`config.mk`:
```
export PLATFORM = sky130hd
export DESIGN_NAME = clock_adjust_fsm
export DESIGN_NICKNAME = d
export VERILOG_FILES = /design/src/rtl/clock_pkg.sv /design/src/rtl/wrap_adjust.sv /design/src/rtl/clock_adjust_fsm.sv
export SDC_FILE = /design/constraint.sdc
export NUM_CORES = 1
export LEC_CHECK = 0
export ABC_AREA = 0
export BUFFER_PORTS_ARGS = -buffer_cell sky130_fd_sc_hd__buf_2
export CORE_MARGIN = 1
export CORE_UTILIZATION = 56
export DETAILED_ROUTE_END_ITERATION = 10
export GPL_TIMING_DRIVEN = 0
export PLACE_DENSITY = 0.84
export SLEW_MARGIN = 20
export SYNTH_ARGS = -nofsm -noshare
export SYNTH_HDL_FRONTEND = slang
export SYNTH_HIERARCHICAL = 1
export SYNTH_SLANG_ARGS = --single-unit
```
`constraint.sdc`:
```
create_clock -name clk -period 3.8 [get_ports clk]
set_clock_uncertainty 0.15 [all_clocks]
set_input_delay 0.76 -clock clk [delete_from_list [all_inputs] [get_ports clk]]
set_output_delay 0.76 -clock clk [all_outputs]
set_load 0.05 [all_outputs]
```
`src/rtl/clock_pkg.sv`:
```
// Shared definitions for the clock adjust block: mode encoding, field widths
// and the default wrap limits for hours and minutes.
package clock_pkg;

  typedef enum logic [1:0] {
    MODE_CLOCK     = 2'd0,
    MODE_SET_TIME  = 2'd1,
    MODE_SET_ALARM = 2'd2
  } mode_e;

  localparam int HOUR_MAX_DEF = 23;
  localparam int MIN_MAX_DEF  = 59;
  localparam int HOUR_W       = 5;
  localparam int MIN_W        = 6;

endpackage

```
`src/rtl/wrap_adjust.sv`:
```
// Single-field increment/decrement with wrap at MAX. Values above MAX wrap to 0
// on increment and clamp to MAX on decrement, so results always stay in range.
module wrap_adjust #(
  parameter int MAX = 59,
  parameter int W   = 6
) (
  input  logic [W-1:0] val,
  input  logic         inc,
  input  logic         dec,
  output logic [W-1:0] nxt
);

  localparam logic [W-1:0] MAX_V = W'(MAX);

  always_comb begin
    nxt = val;
    if (inc) begin
      nxt = (val >= MAX_V) ? '0 : val + W'(1);
    end else if (dec) begin
      nxt = ((val == '0) || (val > MAX_V)) ? MAX_V : val - W'(1);
    end
  end

endmodule

```
`src/rtl/clock_adjust_fsm.sv`:
```
// Mode FSM for a digital clock: edits the time and alarm with pushbutton pulses,
// commits edited time to the timekeeper, and drives alarm ringing/snooze.
module clock_adjust_fsm
  import clock_pkg::*;
#(
  parameter int HOUR_MAX = HOUR_MAX_DEF,
  parameter int MIN_MAX  = MIN_MAX_DEF
) (
  input  logic              clk,
  input  logic              rst,
  input  logic              btn_c,
  input  logic              btn_u,
  input  logic              btn_d,
  input  logic              btn_l,
  input  logic              btn_r,
  input  logic [HOUR_W-1:0] cur_hour,
  input  logic [MIN_W-1:0]  cur_min,
  output logic [1:0]        mode,
  output logic              sel,
  output logic              load_time,
  output logic [HOUR_W-1:0] new_hour,
  output logic [MIN_W-1:0]  new_min,
  output logic              alarm_en,
  output logic              alarm_ring,
  output logic [HOUR_W-1:0] disp_hour,
  output logic [MIN_W-1:0]  disp_min
);

  mode_e             mode_q, mode_d;
  logic              sel_q, sel_d;
  logic              load_time_q, load_time_d;
  logic [HOUR_W-1:0] new_hour_q, new_hour_d;
  logic [MIN_W-1:0]  new_min_q, new_min_d;
  logic [HOUR_W-1:0] alarm_hour_q, alarm_hour_d;
  logic [MIN_W-1:0]  alarm_min_q, alarm_min_d;
  logic              alarm_en_q, alarm_en_d;
  logic              ring_q, ring_d;
  logic              snooze_q, snooze_d;

  // Resolved button pulses: btn_c beats everything, then u > d > l > r.
  logic u_p, d_p, l_p, r_p, any_p;
  assign u_p   = ~btn_c & btn_u;
  assign d_p   = ~btn_c & ~btn_u & btn_d;
  assign l_p   = ~btn_c & ~btn_u & ~btn_d & btn_l;
  assign r_p   = ~btn_c & ~btn_u & ~btn_d & ~btn_l & btn_r;
  assign any_p = u_p | d_p | l_p | r_p;

  logic time_match;
  assign time_match = (cur_hour == alarm_hour_q) && (cur_min == alarm_min_q);

  // The adjusters operate on whichever register set the current mode is editing.
  logic [HOUR_W-1:0] hour_src, hour_adj;
  logic [MIN_W-1:0]  min_src, min_adj;
  assign hour_src = (mode_q == MODE_SET_ALARM) ? alarm_hour_q : new_hour_q;
  assign min_src  = (mode_q == MODE_SET_ALARM) ? alarm_min_q  : new_min_q;

  wrap_adjust #(.MAX(HOUR_MAX), .W(HOUR_W)) u_hour_adj (
    .val (hour_src),
    .inc (u_p & sel_q),
    .dec (d_p & sel_q),
    .nxt (hour_adj)
  );

  wrap_adjust #(.MAX(MIN_MAX), .W(MIN_W)) u_min_adj (
    .val (min_src),
    .inc (u_p & ~sel_q),
    .dec (d_p & ~sel_q),
    .nxt (min_adj)
  );

  always_comb begin
    mode_d       = mode_q;
    sel_d        = sel_q;
    load_time_d  = 1'b0;
    new_hour_d   = new_hour_q;
    new_min_d    = new_min_q;
    alarm_hour_d = alarm_hour_q;
    alarm_min_d  = alarm_min_q;
    alarm_en_d   = alarm_en_q;
    ring_d       = 1'b0;
    snooze_d     = snooze_q;

    if (!time_match) snooze_d = 1'b0;

    case (mode_q)
      MODE_CLOCK: begin
        if (btn_c) begin
          mode_d     = MODE_SET_TIME;
          new_hour_d = cur_hour;
          new_min_d  = cur_min;
          sel_d      = 1'b0;
        end else if (ring_q && any_p) begin
          snooze_d = 1'b1;
        end else begin
          if (u_p) alarm_en_d = ~alarm_en_q;
          ring_d = alarm_en_q && time_match && !snooze_q;
        end
      end
      MODE_SET_TIME: begin
        if (btn_c) begin
          mode_d      = MODE_SET_ALARM;
          load_time_d = 1'b1;
          sel_d       = 1'b0;
        end else if (l_p) begin
          sel_d = 1'b1;
        end else if (r_p) begin
          sel_d = 1'b0;
        end else if (u_p || d_p) begin
          new_hour_d = hour_adj;
          new_min_d  = min_adj;
        end
      end
      MODE_SET_ALARM: begin
        if (btn_c) begin
          mode_d     = MODE_CLOCK;
          alarm_en_d = 1'b1;
        end else if (l_p) begin
          sel_d = 1'b1;
        end else if (r_p) begin
          sel_d = 1'b0;
        end else if (u_p || d_p) begin
          alarm_hour_d = hour_adj;
          alarm_min_d  = min_adj;
        end
      end
      default: mode_d = MODE_CLOCK;
    endcase
  end

  always_ff @(posedge clk) begin
    if (!rst) begin
      mode_q       <= MODE_CLOCK;
      sel_q        <= 1'b0;
      load_time_q  <= 1'b0;
      new_hour_q   <= '0;
      new_min_q    <= '0;
      alarm_hour_q <= '0;
      alarm_min_q  <= '0;
      alarm_en_q   <= 1'b0;
      ring_q       <= 1'b0;
      snooze_q     <= 1'b0;
    end else begin
      mode_q       <= mode_d;
      sel_q        <= sel_d;
      load_time_q  <= load_time_d;
      new_hour_q   <= new_hour_d;
      new_min_q    <= new_min_d;
      alarm_hour_q <= alarm_hour_d;
      alarm_min_q  <= alarm_min_d;
      alarm_en_q   <= alarm_en_d;
      ring_q       <= ring_d;
      snooze_q     <= snooze_d;
    end
  end

  always_comb begin
    disp_hour = cur_hour;
    disp_min  = cur_min;
    if (mode_q == MODE_SET_TIME) begin
      disp_hour = new_hour_q;
      disp_min  = new_min_q;
    end else if (mode_q == MODE_SET_ALARM) begin
      disp_hour = alarm_hour_q;
      disp_min  = alarm_min_q;
    end
  end

  assign mode       = mode_q;
  assign sel        = sel_q;
  assign load_time  = load_time_q;
  assign new_hour   = new_hour_q;
  assign new_min    = new_min_q;
  assign alarm_en   = alarm_en_q;
  assign alarm_ring = ring_q;

endmodule

```
==> results_dict.tcl <==
set metrics [dict create \
    cts_buffers 5 \
    synth.net_count 337 \
    hold-path-cell-count 2 \
    clockBufferDepth 2 \
    firstDrtPassIters 5 \
    synth_edf_count 0 \
    diodes 0 \
    ys_top_cells_by_count "nor2_1 (36), dfxtp_1 (29), mux2i_1 (24)" \
    setup_violations 0 \
    drv_cap 0 \
    ir_drop_mv 0.188 \
    cp-startpoint "mode[0]" \
    post-route-drc-count 0 \
    fin_tns_setup_ns 0 \
    hold_path_class "reg -> reg" \
    drv_slew 0 \
    rsz0062_at_grt "false" \
    syn_to_final_growth_pct 14.4 \
    path_class "reg -> reg" \
    syn_avg_cell_area_um2 8.10 \
    io_buffers 44 \
    hpwl_um 4960 \
    wl_um 6910 \
    antenna_left 0 \
    die_w_um 69.0 \
    fp-row-count 23 \
    root_buffer "clkbuf_8" \
    grt_pass1_wl_um 10500 \
    htreeDepth 2 \
    clock_latency_ns 0.28 \
    path_clk_slew_ns 0.06 \
    worstPathMaxFanout 10 \
    r2r.worst_path.cells 12 \
    powerDensity_nw_per_um2 366 \
    synth_top_area_share_pct 23.1 \
    ys_seq_area_share_pct 23.1 \
    syn_area_um2 2510 \
    r2r-start "mode[0]" \
    start_util_pct 60.6 \
    gp_congestion 0.958 \
    via_per_inst 6.27 \
    worst_pin_slew_ns 0.589 \
    io_pins 46 \
    antenna_found_initial 0 \
    holdCritStartpoint "new_min[3]" \
    hold_violations 0 \
    final_nets 388 \
    grt_pass1_vias 2194 \
    synth.most_common_cell "nor2_1" \
    drt_iter0_markers 204 \
    fmax_mhz 289 \
    wire_per_inst_um 16.8 \
    cp.arrival_ns 3.53 \
    synthArstFlopShare_pct 0 \
    final_util_pct 69.4 \
    relSlewSlack_pct 60.7 \
    vias 2582 \
    core_um2 4140 \
    synth_seq_cells 29 \
    die_h_um 69.0 \
    leakage_uw 0.00124 \
    grt_start_max_net_pins 11 \
    min_period_over_period_pct 90.9 \
    hold_path_end "new_min[3]" \
    netlist_instances 310 \
    cts_resized 0 \
    worstReg2RegEnd "new_min[3]" \
    die-area_um2 4760 \
    end_kind "flop" \
    overflow 0 \
    reg2reg_slack_ns 0.34 \
    drive_above_1_share_pct 24.0 \
    yosys-top-cells-area "dfxtp_1 (23%), mux2i_1 (9.6%), nor2_1 (5.4%), mux2_2 (5.4%), ha_1 (4.5%)" \
    postCtsSetupBuffers 0 \
    required_ns 3.87 \
    synth_flop_cell "dfxtp_1" \
    yosysTopAreaCell "dfxtp_1" \
    cts_tree "done" \
    status "finished, final reports clean" \
    track_usage_pct 30.2 \
    cts_sinks 29 \
    yosysWarnings 6 \
    period_needed_ns 3.46 \
    cts_hold_buf 0 \
    cp-start-kind "flop" \
    synth.distinct_cells 60 \
]
through the flow:
step / hold WS [ns] / worst slack, ns / cell area [µm²] / total power [µW] / instances
after floorplan: 0.293 / 0.286 / 2510 / 697 / 310
after global placement: 0.310 / 0.457 / 2790 / 792 / 404
after detailed placement: 0.335 / 0.390 / 2790 / 801 / 404
after CTS: 0.355 / 0.375 / 2870 / 1040 / 412
after global routing: 0.379 / 0.157 / 2870 / 1100 / 412
final: 0.366 / 0.344 / 2870 / 1050 / 412
power by group:
| group | total (µW) | internal (µW) | switching [µW] |
|---|---|---|---|
| logic | 458 | 149 | 309 |
| registers | 345 | 324 | 20.9 |
| clock network | 247 | 130 | 117 |
area by class of cell:
cell class	instances	area [µm²]
tap	50	62.6
timing repair buffer	44	220
clock buffer	8	80.1
buffer	23	124
sequential	29	581
multi-input combinational	247	1770
fill	372	1270
inverter	11	41.3
flip-flops by register name, summed over array words and instances, names as in the netlist, 2 cells and up:
register,flops
new_min,6
new_hour,5
alarm_min_q,6
mode,2
alarm_hour_q,5
worst max-delay path by stage:
stage	to	slack, ns	cells after the start
after floorplan	disp_hour[2]	0.29	6
after global placement	new_min[5]	0.46	11
after detailed placement	new_min[3]	0.39	12
after CTS	new_min[3]	0.38	12
after global routing	new_min[3]	0.16	12
final	new_min[3]	0.34	12
per-layer routing:
| layer | track usage [%] | routed length (µm) | vias to the layer above |
|---|---|---|---|
| li1 | - | - | 1221 |
| met1 | 39.2 | 3020 | 1215 |
| met2 | 47.3 | 3240 | 133 |
| met3 | 5.76 | 533 | 13 |
| met4 | 15.3 | 114 | 0 |
| met5 | 0 | 0 | - |
critical path, cell delays in order (launching register included):
cell,delay (ns)
dfxtp_1,0.35
inv_1,0.10
ha_1,0.14
buf_2,0.22
buf_2,0.35
mux2_2,0.37
clkbuf_1,0.23
or4b_1,0.57
o22a_1,0.27
and3_1,0.17
o21ai_1,0.19
o221ai_1,0.16
nor2_1,0.13
logic make-up (layout without fill, tap and decap cells):
kind of cell	after synthesis	count (layout)	share of synthesized area, %
buffers and inverters	34	86	6.58
multiplexers	36	36	14.9
flip-flops	29	29	23.1
adder cells (fa/ha/maj)	9	9	4.48
AND/OR/NAND/NOR	119	119	26.6
AO/OA/AOI/OAI	69	69	19.4
XOR/XNOR	14	14	4.88
placed cells by master, fill, tap and decap left out, drive strengths merged, types with 3 or more instances in the layout:
master  Yosys  routed
nand2b      3       3
and3        6       6
o21ai      20      20
nand4       4       4
mux2i      24      24
buf        13      57
inv        11      11
o221ai     11      11
o31ai       5       5
nor2       36      36
nand3       8       8
ha          9       9
xnor2       8       8
nand2      22      22
xor2        6       6
a21oi      10      10
dfxtp      29      29
or3         4       4
nor4        3       3
nand3b      4       4
nor2b      15      15
clkbuf     10      18
mux2       12      12
(Power assumes the default switching activity.)
